===== src/rtl/imem_loader_pkg.sv =====
// imem_loader_pkg: shared types and sizes for the instruction-memory loader.
package imem_loader_pkg;
  localparam int IMEM_WORD_W    = 32;
  localparam int BYTES_PER_WORD = 4;
  localparam int IMEM_DEPTH     = 64;
  typedef enum logic [2:0] {IDLE, LEN_LO, LEN_HI, DATA, CHK, DONE} state_t;
endpackage


===== src/rtl/imem_loader_byte_packer.sv =====
// byte_packer: assembles little-endian 32-bit words from a byte stream.
module byte_packer import imem_loader_pkg::*; (
  input  logic                   clk,
  input  logic                   rst_n,
  input  logic                   i_clr,
  input  logic                   i_byte_en,
  input  logic [7:0]             i_byte,
  output logic [IMEM_WORD_W-1:0] o_word,
  output logic                   o_word_valid
);
  logic [1:0]             r_idx;
  logic [IMEM_WORD_W-9:0] r_low;
  // bytes shift in from the top so the first byte ends up in bits [7:0]
  always_ff @(posedge clk or negedge rst_n)
    if (!rst_n) begin
      r_idx <= '0;
      r_low <= '0;
    end else if (i_clr) begin
      r_idx <= '0;
      r_low <= '0;
    end else if (i_byte_en) begin
      r_idx <= r_idx + 2'd1;
      r_low <= {i_byte, r_low[IMEM_WORD_W-9:8]};
    end
  assign o_word_valid = i_byte_en && (r_idx == 2'd3);
  assign o_word       = {i_byte, r_low};
endmodule


===== src/rtl/imem_loader.sv =====
// imem_loader: byte-stream program loader writing words into instruction memory.
// Optional trailing XOR checksum byte enabled by defining IMEM_LOADER_CHECKSUM_EN.
module imem_loader import imem_loader_pkg::*; #(
  parameter int          DEPTH     = IMEM_DEPTH,
  parameter logic [31:0] BASE_ADDR = 32'h0
) (
  input  logic        clk,
  input  logic        reset,
  input  logic        load_start,
  input  logic [7:0]  in_data,
  input  logic        in_valid,
  output logic        in_ready,
  output logic        wr_en,
  output logic [31:0] wr_addr,
  output logic [31:0] wr_data,
  output logic        cpu_hold,
  output logic        done,
  output logic        err
);
  localparam int CW = $clog2(DEPTH + 1);
  state_t                 r_state;
  logic [7:0]             r_len_lo;
  logic [CW-1:0]          r_n, r_cnt;
  logic                   r_wr_en, r_err;
  logic [31:0]            r_wr_addr, r_wr_data;
  logic                   w_acc, w_bad, w_last, w_word_valid;
  logic [15:0]            w_n;
  logic [IMEM_WORD_W-1:0] w_word;
  assign in_ready = r_state inside {LEN_LO, LEN_HI, DATA, CHK};
  assign w_acc    = in_valid && in_ready;
  assign w_n      = {in_data, r_len_lo};
  assign w_bad    = (w_n == 16'd0) || ({16'd0, w_n} > 32'(DEPTH));
  assign w_last   = w_word_valid && ((r_cnt + CW'(1)) == r_n);
  byte_packer u_packer (
    .clk          (clk),
    .rst_n        (reset),
    .i_clr        (w_acc && r_state == LEN_HI),
    .i_byte_en    (w_acc && r_state == DATA),
    .i_byte       (in_data),
    .o_word       (w_word),
    .o_word_valid (w_word_valid)
  );
`ifdef IMEM_LOADER_CHECKSUM_EN
  logic [7:0] r_csum;
  always_ff @(posedge clk or negedge reset)
    if (!reset) r_csum <= '0;
    else if (w_acc && r_state == LEN_HI) r_csum <= '0;
    else if (w_acc && r_state == DATA) r_csum <= r_csum ^ in_data;
`endif
  always_ff @(posedge clk or negedge reset)
    if (!reset) begin
      r_state   <= IDLE;
      r_len_lo  <= '0;
      r_n       <= '0;
      r_cnt     <= '0;
      r_wr_en   <= 1'b0;
      r_wr_addr <= BASE_ADDR;
      r_wr_data <= '0;
      r_err     <= 1'b0;
    end else begin
      r_wr_en <= w_word_valid;
      if (w_word_valid) begin
        r_wr_data <= w_word;
        r_wr_addr <= BASE_ADDR + 32'(r_cnt) * 32'(BYTES_PER_WORD);
        r_cnt     <= r_cnt + CW'(1);
      end
      case (r_state)
        IDLE, DONE: if (load_start) begin
          r_state <= LEN_LO;
          r_err   <= 1'b0;
        end
        LEN_LO: if (w_acc) begin
          r_len_lo <= in_data;
          r_state  <= LEN_HI;
        end
        LEN_HI: if (w_acc) begin
          r_n     <= CW'(w_n);
          r_cnt   <= '0;
          r_err   <= w_bad;
          r_state <= w_bad ? DONE : DATA;
        end
`ifdef IMEM_LOADER_CHECKSUM_EN
        DATA: if (w_last) r_state <= CHK;
        CHK: if (w_acc) begin
          r_err   <= in_data != r_csum;
          r_state <= DONE;
        end
`else
        DATA: if (w_last) r_state <= DONE;
`endif
        default: r_state <= IDLE;
      endcase
    end
  assign wr_en    = r_wr_en;
  assign wr_addr  = r_wr_addr;
  assign wr_data  = r_wr_data;
  assign done     = r_state == DONE;
  assign cpu_hold = r_state != DONE;
  assign err      = r_err;
endmodule

===== config.mk =====
export PLATFORM = sky130hd
export DESIGN_NAME = imem_loader
export DESIGN_NICKNAME = d
export VERILOG_FILES = /design/src/rtl/imem_loader_pkg.sv /design/src/rtl/imem_loader_byte_packer.sv /design/src/rtl/imem_loader.sv
export SDC_FILE = /design/constraint.sdc
export NUM_CORES = 1
export LEC_CHECK = 0
export CAP_MARGIN = 20
export CORE_UTILIZATION = 55
export DETAILED_ROUTE_END_ITERATION = 8
export PLACE_DENSITY_LB_ADDON = 0.08
export SLEW_MARGIN = 10
export SYNTH_ARGS = -nofsm -noshare
export SYNTH_HDL_FRONTEND = slang
export SYNTH_HIERARCHICAL = 1
export SYNTH_SLANG_ARGS = --single-unit

===== constraint.sdc =====
create_clock -name clk -period 3.9 [get_ports clk]
set_input_delay 0.975 -clock clk [delete_from_list [all_inputs] [get_ports clk]]
set_output_delay 0.975 -clock clk [all_outputs]
set_load 0.05 [all_outputs]

# Word-level counts from Yosys, hierarchy flattened
# Cells that the tools add are included.
# word_totals
regBits	92
latch_bits	0
mem_bits_rw	0
mem_bits_ro	0
in_bits	12
out_inout_bits	69
wordCells	57
n_memories	0
# classes
add_sub_neg	2
n_mul	0
n_div	0
order_cmp	1
n_eq_ne	12
shifts	0
mux	16
bitwise	0
reduce_logical	16
# ops
op	n
24-bit 2-to-1 mux	2
7-bit 2-to-1 mux	3
16-bit by 7-bit greater-than comparator with 1-bit output (second input constant)	1
16-bit logical NOT	1
3-bit 2-to-1 mux	5
3-bit one-hot mux with 4 select lines	1
2-bit inequality test (second input constant)	4
7-bit by 1-bit adder with 7-bit output (second input constant)	1
7-bit equality test	1
3-bit by 2-bit equality test with 1-bit output (second input constant)	2
3-bit equality test (second input constant)	2
1-bit logical AND	5
2-bit 2-to-1 mux	2
2-bit AND reduction	2
4-bit AND reduction	1
2-bit nonzero test	2
4-bit nonzero test	1
3-bit by 1-bit equality test with 1-bit output (second input constant)	1
3-bit logical NOT	1
3-bit inequality test (second input constant)	1
3-bit AND reduction	1
2-bit by 1-bit adder with 2-bit output (second input constant)	1
2-bit equality test (second input constant)	1
1-bit 2-to-1 mux	2
other kinds (3)	3

# Depth between registers and ports, before layout
# logic_depth
depth_word	8
ltp_mapped	11
ltp_nobuf	8

# Modules after synthesis
# The synthesis kept the hierarchy.
# modules_own_cells
module	n_inst	cells_each	area_per_inst_um2	seq_area_each_um2
imem_loader	1	248	3101.7	1651.6
byte_packer	1	94	1153.6	650.6

# Worst setup path before layout
# Ideal clock, no wire load.
# synth_path
path_kind	input to register
start	input port in_valid
end	register r_wr_addr[6] (netlist: wr_addr[6])
setup_time_ns	0.125
arrival_ns	2.653
t_required_ns	3.775
setup_slack_ns	1.123
cell_stages	8
n_path_buf	4
path_cell_list	nand2_1 > nor2_1 > buf_6 > buf_12 > and2_1 > clkbuf_1 > buf_1 > mux2_2
# synth_via
elab_chain_len	3
# synth_lines
item	line_no	rtl
start: declaration	imem_loader.sv:11	input logic in_valid,
1-bit logical AND	imem_loader.sv:30	assign w_acc = in_valid && in_ready;
1-bit logical AND	imem_loader.sv:38	.i_byte_en (w_acc && r_state == DATA),
1-bit logical AND	imem_loader_byte_packer.sv:25	assign o_word_valid = i_byte_en && (r_idx == 2'd3);
via w_word_valid	imem_loader.sv:26	logic w_acc, w_bad, w_last, w_word_valid;
end signal: assignment	imem_loader.sv:64	r_wr_addr <= BASE_ADDR + 32'(r_cnt) * 32'(BYTES_PER_WORD);
end: declaration	imem_loader.sv:25	logic [31:0] r_wr_addr, r_wr_data;
# The timed path passes the listed nets, and every way through them passes these cells.
# A chain may end at the register's enable or synchronous reset.

# Worst setup path after layout
# layout_path
start	register r_state[1]
end	output port done
# layout_via
elab_chain_len	1
# layout_lines
item	line_no	rtl
start: declaration	imem_loader.sv:21	state_t r_state;
start signal: assignment	imem_loader.sv:80	r_state <= w_bad ? DONE : DATA;
3-bit equality test	imem_loader.sv:97	assign done = r_state == DONE;
end: declaration	imem_loader.sv:17	output logic done,
# No other way between the ends.

==> impl_results.md <==
* Status: finished clean
* Top-area cell type share of the netlist area at roughly 54%
* Synth Register Bits at 92
* Final nets at 401
* Max Fanout on Critical Path at 13
* Initial antenna violation count at 0
* Die W at 90.0 um
* Final cell count without fillers at 490
* CP Launch Type: flop
* Critical Path RT at 2.92 ns
* Share of layout cells above drive strength 1 at between 20% and 30%
* Fmax at between 0.3 and 0.4 GHz
* Worst Path Arrival at between 2 and 2.5 ns
* Sink Count at 92
* Yosys warnings at 6
* Worst hold slack at 0.503 ns
* Vias in the first global route at 2528
* Gpl congestion at roughly 0.84
* Cells after Synth at between 300 and 400
* Total global-route track usage at 20.3%
* Die ar. at just over 8000 sq um
* Fin area at about 5000 sq um
* Fin crit period at 3.28 ns
* Final HPWL DP at 5010 um
* Pin count of the biggest net entering global routing at 56
* Commonest cells in the netlist: 92 x dfrtp_1, 55 x mux2_2, 40 x nor2_1
* Top cell type by total area after synthesis: dfrtp_1
* Pin slew with the least headroom to its limit at 0.697 ns
* TritonCTS Buffers at 9
* Setup Skew at around 0.0085 ns
* Final slew viol count at 0
* Total Power at around 2.8 mW
* Core ar. at 7370 sq um
* Total gr overflow at 0
* RSZ-0062 raised after global routing: no
* Area growth syn-to-layout at 15.8%
* Largest cells by area after synthesis: dfrtp_1 54%, mux2_2 15%, mux2i_1 6.4%
* Ant. Diodes at 0
* Critical path launch point: r_state[1]
* Residual DRC count at 0
* Syn_area_per_cell at 12.4 sq um
* Clk slew on worst S/H paths at around 0.08 ns
* CP Capture Type: output port
* Post-synth EDFFs at 0
* CTS root buf: clkbuf_8
* Maximum VDD drop at a little over 300 uV
* Count leader, synth: dfrtp_1
* Synth Cell Area at 4260 sq um
* Slew HR at 53.5%
* Synth unique cells at 49
* HP Class: reg -> reg
* Post-synth ARST share at 100%
* Drt initial violations at 103
* Clock latency on the worst-skew pair at 0.35 ns
* Critical R2R Launch: r_state[1]
* Worst hold start: u_packer/r_low[4]
* Cell total after placement at 475
* Hold_buf cts at 0
* Ys flop type: dfrtp_1
* First-pass DRT Iterations at 4
* FILL cells at 570
* Total negative slack at 0 ns
* Global-route wire length before repair at 13000 um
* Ports at 81
* Register area share after synthesis at 54.1%
* # setup viols final at 0
* Via density at 5.27
* Final Hold Viols at 0
* Vias at between 2000 and 3000
* Antenna-violating nets left at 0
* Routed wire per std cell at 15.3 um
* Initial Utilization at 57.7%
* # rows at 31
* CTS max path bufs at 2
* Die Span Y at 90.0 um
* Setup Fix Bufs, Post-CTS at 0
* Pwr/cell area at 563 nW/um^2
* DP Area at 4710 sq um
* Port Buffers at 55
* CTS tree: yes
* Max Cap Viol at 0
* Period utilisation layout at between 80% and 90%
* Leakage at 2.27 nW
* # resized after CTS at 0
* H-Tree Depth at 3
* WL final at roughly 7500 um
* CP Class: reg -> out
per-layer routing:
| metal | GRT usage, % | part of all wire (%) | vias to the layer above |
|---|---|---|---|
| met3 | 3.98 | 4.3 | 12 |
| met2 | 30.2 | 45 | 77 |
| li1 | - | - | 1217 |
| met1 | 29.5 | 49 | 1275 |
| met5 | 0 | 0 | - |
| met4 | 8.47 | 1.7 | 0 |
path summary, 6_finish.rpt:
| kind | end | slack [ns] | cells after the start |
|---|---|---|---|
| max | done | 0.62 | 4 |
| min reg2reg | wr_data[4] | 0.50 | 1 |
| max in group asynchronous | r_state[2] | 2.47 | 2 |
| min in group asynchronous | wr_data[11] | 0.65 | 1 |
| max reg2reg | r_state[2] | 1.64 | 7 |
| min | wr_data[4] | 0.50 | 1 |
sequential cells by signal (all words and copies together), names as in the netlist:
name and flops:
err 1, r_n 7, r_cnt 7, wr_data 32, u_packer/r_idx 2, wr_addr 7, r_len_lo 8, u_packer/r_low 24
r_state 3, wr_en 1
worst max-delay path, cell delays in order, from the launching register on:
cell and delay [ns]:
dfrtp_1 0.54, nand2b_1 0.23, or2_2 0.32, inv_1 0.08, clkdlybuf4s50_1 0.79
final cells by class:
type	instances	area [sq um]	area share (%)
sequential	92	2300	46.7
multi-input combinational	221	1680	34.2
timing repair buffer	61	593	12.0
clock buffer	11	141	2.87
tap	99	124	2.51
clock inverter	4	73.8	1.50
inverter	2	7.51	0.152
cells in the final DEF, fill, tap and decap left out, types with 2 or more instances in the layout:
cell,n
and2_1,2
bufinv_16,2
mux2_2,55
xnor2_1,6
dfrtp_1,92
a31oi_1,2
nor3_1,2
nand2b_1,2
a21oi_1,6
nand2_1,6
clkbuf_8,10
conb_1,25
mux2i_1,27
ha_1,2
buf_4,7
xor2_1,7
a211oi_1,2
or4_1,3
nand3_1,6
inv_1,2
nor2_2,2
o22ai_1,2
nor2_1,38
o31ai_1,2
clkdlybuf4s50_1,54
where the power goes:
group / switching (mW) / internal, mW
combinational: 0.407 / 0.324
clock: 0.312 / 0.375
sequential: 0.202 / 1.16
total: 0.920 / 1.85
cell families (layout without fill, tap and decap cells):
kind of cell / count (synthesis) / in the layout / share of synthesized area [%]
adders and majority gates: 2 / 2 / 0.588
muxes: 82 / 82 / 20.9
AOI/OAI and AO/OA: 21 / 21 / 3.56
DFF: 92 / 92 / 54.1
other: 1 / 25 / 0.0881
and+or+nand+nor: 77 / 77 / 9.00
buffers and inverters: 53 / 78 / 8.70
xor gates and xnor gates: 14 / 14 / 3.06
stage by stage:
stage,util [%],setup WS [ns]
2_1_floorplan,-,1.12
3_3_place_gp,63.9,0.785
3_5_place_dp,63.9,0.750
4_1_cts,66.8,0.617
5_1_grt,66.8,0.521
6_report,66.8,0.619
No activity file was read; power rests on OpenSTA's default activity.
